==> src/rtl/cache_mem_pkg.sv <==
// Shared types and helpers for the cache-to-word-memory bridge.
package cache_mem_pkg;

  localparam int LINE_W     = 128;
  localparam int BEAT_CNT_W = 2;

  typedef enum logic [2:0] {
    IDLE       = 3'd0,
    WR         = 3'd1,
    RD_ISSUE   = 3'd2,
    RD_COLLECT = 3'd3,
    RESP       = 3'd4
  } bridge_state_t;

  // Word k of a 128-bit line; word k occupies bits [32k+31:32k].
  function automatic logic [31:0] line_word(input logic [LINE_W-1:0] line,
                                            input logic [BEAT_CNT_W-1:0] k);
    return line[32*int'(k) +: 32];
  endfunction

  // Index of the lowest set bit of a 4-bit word-enable mask (0 when empty).
  function automatic logic [BEAT_CNT_W-1:0] first_enabled(input logic [3:0] mask);
    logic [BEAT_CNT_W-1:0] idx;
    idx = '0;
    for (int k = 3; k >= 0; k--) begin
      if (mask[k]) idx = k[BEAT_CNT_W-1:0];
    end
    return idx;
  endfunction

endpackage

==> src/rtl/cache_mem_bridge_line_assembler.sv <==
// Line assembler: gathers returned memory words into a 128-bit line in
// arrival order. 'full' flags the cycle in which the fourth word is being
// captured, so the complete line is visible on 'line' the following cycle.
module line_assembler
  import cache_mem_pkg::*;
#(
  parameter int WORD_W = 32
) (
  input  logic              clk,
  input  logic              rst,
  input  logic              clear,
  input  logic              i_mem_rvalid,
  input  logic [WORD_W-1:0] i_mem_rdata,
  output logic [LINE_W-1:0] line,
  output logic              full
);

  logic [BEAT_CNT_W-1:0] ret_cnt;

  // Capture each returned word into slot ret_cnt; clear rewinds the counter.
  always_ff @(posedge clk or negedge rst) begin
    if (!rst) begin
      ret_cnt <= '0;
      line    <= '0;
    end else if (clear) begin
      ret_cnt <= '0;
    end else if (i_mem_rvalid) begin
      line[WORD_W*int'(ret_cnt) +: WORD_W] <= i_mem_rdata;
      ret_cnt                              <= ret_cnt + 1'b1;
    end
  end

  assign full = !clear && i_mem_rvalid && (ret_cnt == 2'd3);

endmodule

==> src/rtl/cache_mem_bridge.sv <==
// cache_mem_bridge: splits 128-bit cache line reads/writes into four 32-bit
// beats on a single-port word memory and returns the reassembled line.
// Optional statistics counters are built when BRIDGE_STATS_EN is defined.
// Note: 'rst' is asynchronous and active-low.
//
// Handshakes: cache side accepts a request in any cycle where
// o_s_waitrequest is low (only in IDLE); memory side consumes a beat when
// its strobe (o_mem_re / o_mem_we) is high and i_mem_ready is high, and
// strobe/address/data stay unchanged until then. Read words come back on
// i_mem_rvalid in issue order.
module cache_mem_bridge
  import cache_mem_pkg::*;
#(
  parameter int LINE_ADDR_W = 26,
  parameter int WORD_W      = 32,
  parameter int BEATS       = 4
) (
  input  logic                   clk,
  input  logic                   rst,
  input  logic [LINE_ADDR_W-1:0] i_s_addr,
  input  logic [3:0]             i_s_byte_en,
  input  logic [LINE_W-1:0]      i_s_writedata,
  input  logic                   i_s_read,
  input  logic                   i_s_write,
  output logic [LINE_W-1:0]      o_s_readdata,
  output logic                   o_s_readdata_valid,
  output logic                   o_s_waitrequest,
  output logic [LINE_ADDR_W+1:0] o_mem_addr,
  output logic                   o_mem_re,
  output logic                   o_mem_we,
  output logic [WORD_W-1:0]      o_mem_wdata,
  input  logic                   i_mem_ready,
  input  logic [WORD_W-1:0]      i_mem_rdata,
  input  logic                   i_mem_rvalid,
`ifdef BRIDGE_STATS_EN
  output logic [31:0]            cnt_line_rd,
  output logic [31:0]            cnt_line_wr,
  output logic [31:0]            cnt_stall,
`endif
  output bridge_state_t          dbg_state
);

  localparam logic [BEAT_CNT_W-1:0] LAST_BEAT = BEAT_CNT_W'(BEATS - 1);

  bridge_state_t          state, state_d;
  logic [LINE_ADDR_W-1:0] addr_q;
  logic [3:0]             be_pend;      // enabled words not yet written
  logic [LINE_W-1:0]      wdata_q;
  logic [BEAT_CNT_W-1:0]  rd_beat;      // next read beat to issue
  logic [LINE_W-1:0]      readdata_q;   // last delivered line

  logic [BEAT_CNT_W-1:0]  wr_beat;
  logic [3:0]             wr_onehot;
  logic                   wr_last;
  logic                   asm_clear;
  logic                   asm_full;
  logic [LINE_W-1:0]      asm_line;

  assign wr_beat   = first_enabled(be_pend);
  assign wr_onehot = 4'b0001 << wr_beat;
  assign wr_last   = (be_pend & ~wr_onehot) == 4'b0000;

  // Returned words are only meaningful while a read is outstanding.
  assign asm_clear = !((state == RD_ISSUE) || (state == RD_COLLECT));

  line_assembler #(.WORD_W(WORD_W)) u_asm (
    .clk          (clk),
    .rst          (rst),
    .clear        (asm_clear),
    .i_mem_rvalid (i_mem_rvalid),
    .i_mem_rdata  (i_mem_rdata),
    .line         (asm_line),
    .full         (asm_full)
  );

  // State register.
  always_ff @(posedge clk or negedge rst) begin
    if (!rst) state <= IDLE;
    else      state <= state_d;
  end

  // Next-state and memory-side strobes; write wins over a simultaneous read.
  always_comb begin
    state_d     = state;
    o_mem_re    = 1'b0;
    o_mem_we    = 1'b0;
    o_mem_addr  = '0;
    o_mem_wdata = '0;
    case (state)
      IDLE: begin
        if (i_s_write)     state_d = WR;
        else if (i_s_read) state_d = RD_ISSUE;
      end
      WR: begin
        if (be_pend == 4'b0000) begin
          state_d = IDLE;
        end else begin
          o_mem_we    = 1'b1;
          o_mem_addr  = {addr_q, wr_beat};
          o_mem_wdata = line_word(wdata_q, wr_beat);
          if (i_mem_ready && wr_last) state_d = IDLE;
        end
      end
      RD_ISSUE: begin
        o_mem_re   = 1'b1;
        o_mem_addr = {addr_q, rd_beat};
        if (i_mem_ready && (rd_beat == LAST_BEAT))
          state_d = asm_full ? RESP : RD_COLLECT;
      end
      RD_COLLECT: begin
        if (asm_full) state_d = RESP;
      end
      RESP:    state_d = IDLE;
      default: state_d = IDLE;
    endcase
  end

  // Request latching, write-mask retirement, read issue counter, line hold.
  always_ff @(posedge clk or negedge rst) begin
    if (!rst) begin
      addr_q     <= '0;
      be_pend    <= '0;
      wdata_q    <= '0;
      rd_beat    <= '0;
      readdata_q <= '0;
    end else begin
      if (state == IDLE) begin
        rd_beat <= '0;
        if (i_s_write) begin
          addr_q  <= i_s_addr;
          be_pend <= i_s_byte_en;
          wdata_q <= i_s_writedata;
        end else if (i_s_read) begin
          addr_q  <= i_s_addr;
        end
      end
      if ((state == WR) && i_mem_ready && (be_pend != 4'b0000))
        be_pend <= be_pend & ~wr_onehot;
      if ((state == RD_ISSUE) && i_mem_ready)
        rd_beat <= rd_beat + 1'b1;
      if (state == RESP)
        readdata_q <= asm_line;
    end
  end

  assign o_s_waitrequest    = (state != IDLE);
  assign o_s_readdata_valid = (state == RESP);
  assign o_s_readdata       = (state == RESP) ? asm_line : readdata_q;
  assign dbg_state          = state;

`ifdef BRIDGE_STATS_EN
  // Line accept counters and memory stall counter; all wrap at 2^32.
  always_ff @(posedge clk or negedge rst) begin
    if (!rst) begin
      cnt_line_rd <= '0;
      cnt_line_wr <= '0;
      cnt_stall   <= '0;
    end else begin
      if ((state == IDLE) && i_s_read && !i_s_write) cnt_line_rd <= cnt_line_rd + 32'd1;
      if ((state == IDLE) && i_s_write)              cnt_line_wr <= cnt_line_wr + 32'd1;
      if ((o_mem_re || o_mem_we) && !i_mem_ready)    cnt_stall   <= cnt_stall + 32'd1;
    end
  end
`endif

endmodule

==> config.mk <==
export PLATFORM = sky130hd
export DESIGN_NAME = cache_mem_bridge
export DESIGN_NICKNAME = d
export VERILOG_FILES = /design/src/rtl/cache_mem_pkg.sv /design/src/rtl/cache_mem_bridge_line_assembler.sv /design/src/rtl/cache_mem_bridge.sv
export SDC_FILE = /design/constraint.sdc
export NUM_CORES = 1
export LEC_CHECK = 0
export CORE_MARGIN = 5
export CORE_UTILIZATION = 55
export CTS_CLUSTER_DIAMETER = 200
export DETAILED_ROUTE_END_ITERATION = 8
export PLACE_DENSITY_LB_ADDON = 0.05
export SETUP_SLACK_MARGIN = 0.1
export SLEW_MARGIN = 20
export SYNTH_ARGS = -nofsm -noshare
export SYNTH_HDL_FRONTEND = slang
export SYNTH_HIERARCHICAL = 1
export SYNTH_SLANG_ARGS = --single-unit
==> constraint.sdc <==
create_clock -name clk -period 6.2 [get_ports clk]
set_input_delay 1.24 -clock clk [delete_from_list [all_inputs] [get_ports clk]]
set_output_delay 1.24 -clock clk [all_outputs]
set_load 0.05 [all_outputs]
==> impl_metrics.sql <==
INSERT INTO impl_metrics (metric_group, metric, value, unit) VALUES
('status', 'status', 'finished clean', ''),
('layout', 'layout.core_utilization', '0.729', ''),
('clock_tree', 'cts_made_buffers', '44', ''),
('clock_tree', 'clock-root-buffer', 'sky130_fd_sc_hd__clkbuf_16', ''),
('synth', 'simple_logic_cell_fraction_of_the_synthesized_area', '0.0512', ''),
('die', 'fp.dieArea', '0.0356', 'mm^2'),
('die', 'dieWidth', '189', 'um'),
('routing', 'dr_total_vias', '12000', ''),
('die', 'io_pins', '391', ''),
('routing', 'detail_route.first_pass.iterations', '6', ''),
('timing', 'finalHoldViolations', '0', ''),
('clock_tree', 'clock_sink_count', '421', ''),
('setup_path', 'crit_path_buffers_inverters', '2', ''),
('setup_path', 'arrival', '3.24', 'ns'),
('clock_tree', 'cts_resized', '0', ''),
('routing', 'initialDrtViolationCount', '882', ''),
('routing', 'final_antenna_net_count', '0', ''),
('placement', 'gp_routability_congestion', '0.840', ''),
('routing', 'detail_route.wirelength', '46900', 'um'),
('setup_path', 'timing.critical_path.slowest_cell_delay', '0.87', 'ns'),
('pwr', 'net-switching-power', '4490', 'uW'),
('clock_tree', 'cts_hold_buf', '0', ''),
('pwr', 'comb_power_share', '0.413', ''),
('timing', 'finClkSkew', '0.0159', 'ns'),
('synth', 'post_synth_mux_area_share', '0.183', ''),
('synth', 'syn_avg_cell_area', '14.0', 'um^2'),
('pwr', 'power.switching_fraction', '0.388', ''),
('setup_path', 'path_cells', 'nor2b_2 -> buf_4 -> a222oi_1 -> a21oi_1 -> clkdlybuf4s50_1', ''),
('synth', 'main_combinational_cell_family_by_area_after_synthesis', 'multiplexers', ''),
('layout', 'finalNetCount', '1804', ''),
('clock_tree', 'clock_transition_at_the_registers_of_the_reported_paths', '0.06', 'ns'),
('pwr', 'clkPwrFrac', '0.215', ''),
('pwr', 'power.leakage', '0.00983', 'uW'),
('synth', 'number_of_enable_flip_flop_cells_after_synthesis', '0', ''),
('die', 'core-area', '0.0316', 'mm^2'),
('global_routing', 'overflow', '0', ''),
('setup_path', 'path_class', 'reg2out', ''),
('synth', 'yosysSeqAreaShare', '0.599', ''),
('setup_path', 'reg2reg_setup_slack', '3.32', 'ns'),
('timing', 'setup_tns', '0', 'ns'),
('setup_path', 'setup.worst_path.start_class', 'flop', ''),
('layout', 'final_cell_mix', '421 x sky130_fd_sc_hd__dfrtp_1, 389 x sky130_fd_sc_hd__clkdlybuf4s50_1, 282 x sky130_fd_sc_hd__mux2_2', ''),
('synth', 'synth-seq-cells', '421', ''),
('clock_tree', 'ctsHtreeMaxLevel', '2', ''),
('clock_tree', 'clock_path_buffers', '3', ''),
('timing', 'timing.final.max_slew_violations', '0', ''),
('layout', 'areaGrowthSynthToFinish', '30.8', '%'),
('placement', 'buffer_ports.inserted', '390', ''),
('timing', 'fmax', '0.223', 'GHz'),
('pwr', 'cellInternalPower', '7100', 'uW'),
('hold_path', 'min_from', 'u_asm/line[106]$_DFFE_PN0P_', ''),
('global_routing', 'grt_util_all_layers', '0.261', ''),
('synth', 'synth_adder_area_share', '0.00427', ''),
('synth', 'yosys_warnings', '6', ''),
('synth', 'main_synth_ff_type', 'sky130_fd_sc_hd__dfrtp_1', ''),
('synth', 'syn-cell-area', '0.0176', 'mm^2'),
('timing', 'worstMarginPinSlew', '1.00', 'ns'),
('pwr', 'sequentialPowerShare', '0.371', ''),
('timing', 'finalSetupViolations', '0', ''),
('placement', 'place_hpwl', '31900', 'um'),
('die', 'starting_density_of_the_core', '0.557', ''),
('synth', 'number_of_instances_in_the_synthesized_netlist', '1258', ''),
('setup_path', 'slowest_stage_cell_on_the_critical_path', 'sky130_fd_sc_hd__clkdlybuf4s50_1', ''),
('setup_path', 'reg2reg_depth', '4', ''),
('pwr', 'irDropWorstVdd', '344', 'uV'),
('setup_path', 'end_kind', 'output port', ''),
('clock_tree', 'worst_skew_pair.late_latency', '0.54', 'ns'),
('setup_path', 'reg2reg_from', 'u_asm/ret_cnt[0]$_DFFE_PN0P_', ''),
('global_routing', 'grt_first_pass_wirelength', '74000', 'um'),
('synth', 'synth_fp_nets', '1460', ''),
('timing', 'share_of_the_clock_period_used_by_the_worst_path_after_layout', '0.723', '');
## power by group through the flow
stage | clock, uW | sequential (uW) | combinational (uW)
2_1_floorplan | 0 | 4090 | 3470
3_3_place_gp | 0 | 4300 | 4730
3_5_place_dp | 0 | 4330 | 4800
4_1_cts | 2550 | 4300 | 4820
5_1_grt | 2680 | 4410 | 5090
6_report | 2500 | 4300 | 4790
## cells by family (layout without fill, tap and decap cells)
family                   count (synthesis)  count (layout)
flip-flops                             421             421
multiplexers                           286             286
AO/OA/AOI/OAI                          216             216
AND/OR/NAND/NOR                        167             167
buffers and inverters                  161             534
adder cells (fa/ha/maj)                  6               6
XOR/XNOR                                 1               1
other                                    0               1
## area by class of cell
class	instances	area, um^2	area share
multi-input combinational	676	6330	0.275
clock buffer	64	1270	0.0551
inverter	54	203	0.00881
timing repair buffer	405	4060	0.177
clock inverter	11	91.3	0.00397
tap	402	503	0.0219
sequential	421	10500	0.458
antenna	1	2.50	0.000109
## cells in the mapped netlist, types with 2 or more instances
| cell | n | area, um^2 |
|---|---|---|
| sky130_fd_sc_hd__nand3b_1 | 4 | 30.0 |
| sky130_fd_sc_hd__nor2_1 | 10 | 37.5 |
| sky130_fd_sc_hd__o32ai_2 | 30 | 488 |
| sky130_fd_sc_hd__a222oi_1 | 32 | 320 |
| sky130_fd_sc_hd__buf_1 | 2 | 7.51 |
| sky130_fd_sc_hd__nand3_1 | 2 | 10.0 |
| sky130_fd_sc_hd__buf_6 | 10 | 113 |
| sky130_fd_sc_hd__mux2_1 | 2 | 22.5 |
| sky130_fd_sc_hd__dfrtp_1 | 421 | 10500 |
| sky130_fd_sc_hd__ha_1 | 6 | 75.1 |
| sky130_fd_sc_hd__nor3b_1 | 2 | 15.0 |
| sky130_fd_sc_hd__nor2b_1 | 7 | 43.8 |
| sky130_fd_sc_hd__o32ai_1 | 17 | 149 |
| sky130_fd_sc_hd__nand4bb_1 | 9 | 101 |
| sky130_fd_sc_hd__nor2_2 | 2 | 12.5 |
| sky130_fd_sc_hd__nand2b_1 | 2 | 12.5 |
| sky130_fd_sc_hd__a22o_1 | 2 | 17.5 |
| sky130_fd_sc_hd__o21ai_0 | 10 | 50.1 |
| sky130_fd_sc_hd__a21oi_1 | 35 | 175 |
| sky130_fd_sc_hd__and3b_1 | 2 | 17.5 |
| sky130_fd_sc_hd__clkbuf_1 | 45 | 169 |
| sky130_fd_sc_hd__or2_2 | 2 | 12.5 |
| sky130_fd_sc_hd__inv_1 | 53 | 199 |
| sky130_fd_sc_hd__mux2i_1 | 2 | 20.0 |
| sky130_fd_sc_hd__mux2_2 | 282 | 3180 |
| sky130_fd_sc_hd__nand2_1 | 86 | 323 |
| sky130_fd_sc_hd__buf_4 | 14 | 105 |
| sky130_fd_sc_hd__and2_1 | 30 | 188 |
| sky130_fd_sc_hd__buf_2 | 36 | 180 |
| sky130_fd_sc_hd__o2bb2ai_1 | 18 | 158 |
| sky130_fd_sc_hd__a32o_1 | 65 | 651 |
## worst reg2reg max path, delay by kind of cell, from the launching register on
kind | cells | cell delay (ns)
buffers and inverters | 1 | 0.18
flip-flops | 1 | 0.51
adder cells (fa/ha/maj) | 1 | 0.82
AO/OA/AOI/OAI | 1 | 0.47
AND/OR/NAND/NOR | 1 | 0.79
## worst max-delay path by stage
stage / cells past startpoint / endpoint / from
detailed placement: 5 / o_mem_wdata[23] / be_pend[0]$_DFFE_PN0P_
floorplan: 5 / o_mem_wdata[10] / dbg_state[0]$_DFFE_PN0P_
CTS: 5 / o_mem_addr[17] / be_pend[0]$_DFFE_PN0P_
finish: 5 / o_mem_wdata[3] / be_pend[1]$_DFFE_PN0P_
global placement: 5 / o_mem_wdata[23] / be_pend[0]$_DFFE_PN0P_
global route: 5 / o_mem_wdata[21] / be_pend[0]$_DFFE_PN0P_
## layer usage
layer | routed length (um) | vias up | track usage | part of all wire
met3 | 4500 | 76 | 0.0941 | 0.096
met2 | 22600 | 450 | 0.423 | 0.48
met5 | 42 | - | 0 | 0.00090
met1 | 18600 | 6147 | 0.336 | 0.40
met4 | 1150 | 8 | 0.0698 | 0.024
li1 | - | 5307 | - | -
## through the flow
| step | setup slack (ns) | area (um^2) | cells | hold slack [ns] | total power (uW) |
|---|---|---|---|---|---|
| after floorplan | 2.55 | 17600 | 1258 | 0.451 | 7560 |
| after global placement | 2.29 | 21600 | 1958 | 0.467 | 9030 |
| after detailed placement | 2.27 | 21600 | 1958 | 0.468 | 9130 |
| after CTS | 1.68 | 23000 | 2033 | 0.490 | 11700 |
| after global routing | 1.53 | 23000 | 2033 | 0.500 | 12200 |
| final | 1.72 | 23000 | 2034 | 0.485 | 11600 |
## registers in the layout, summed over array words and instances (netlist names)
| register | count |
|---|---|
| addr_q | 26 |
| wdata_q | 128 |
| be_pend | 4 |
| dbg_state | 3 |
| u_asm/ret_cnt | 2 |
| u_asm/line | 128 |
| readdata_q | 128 |
| rd_beat | 2 |
(Power assumes the default switching activity.)
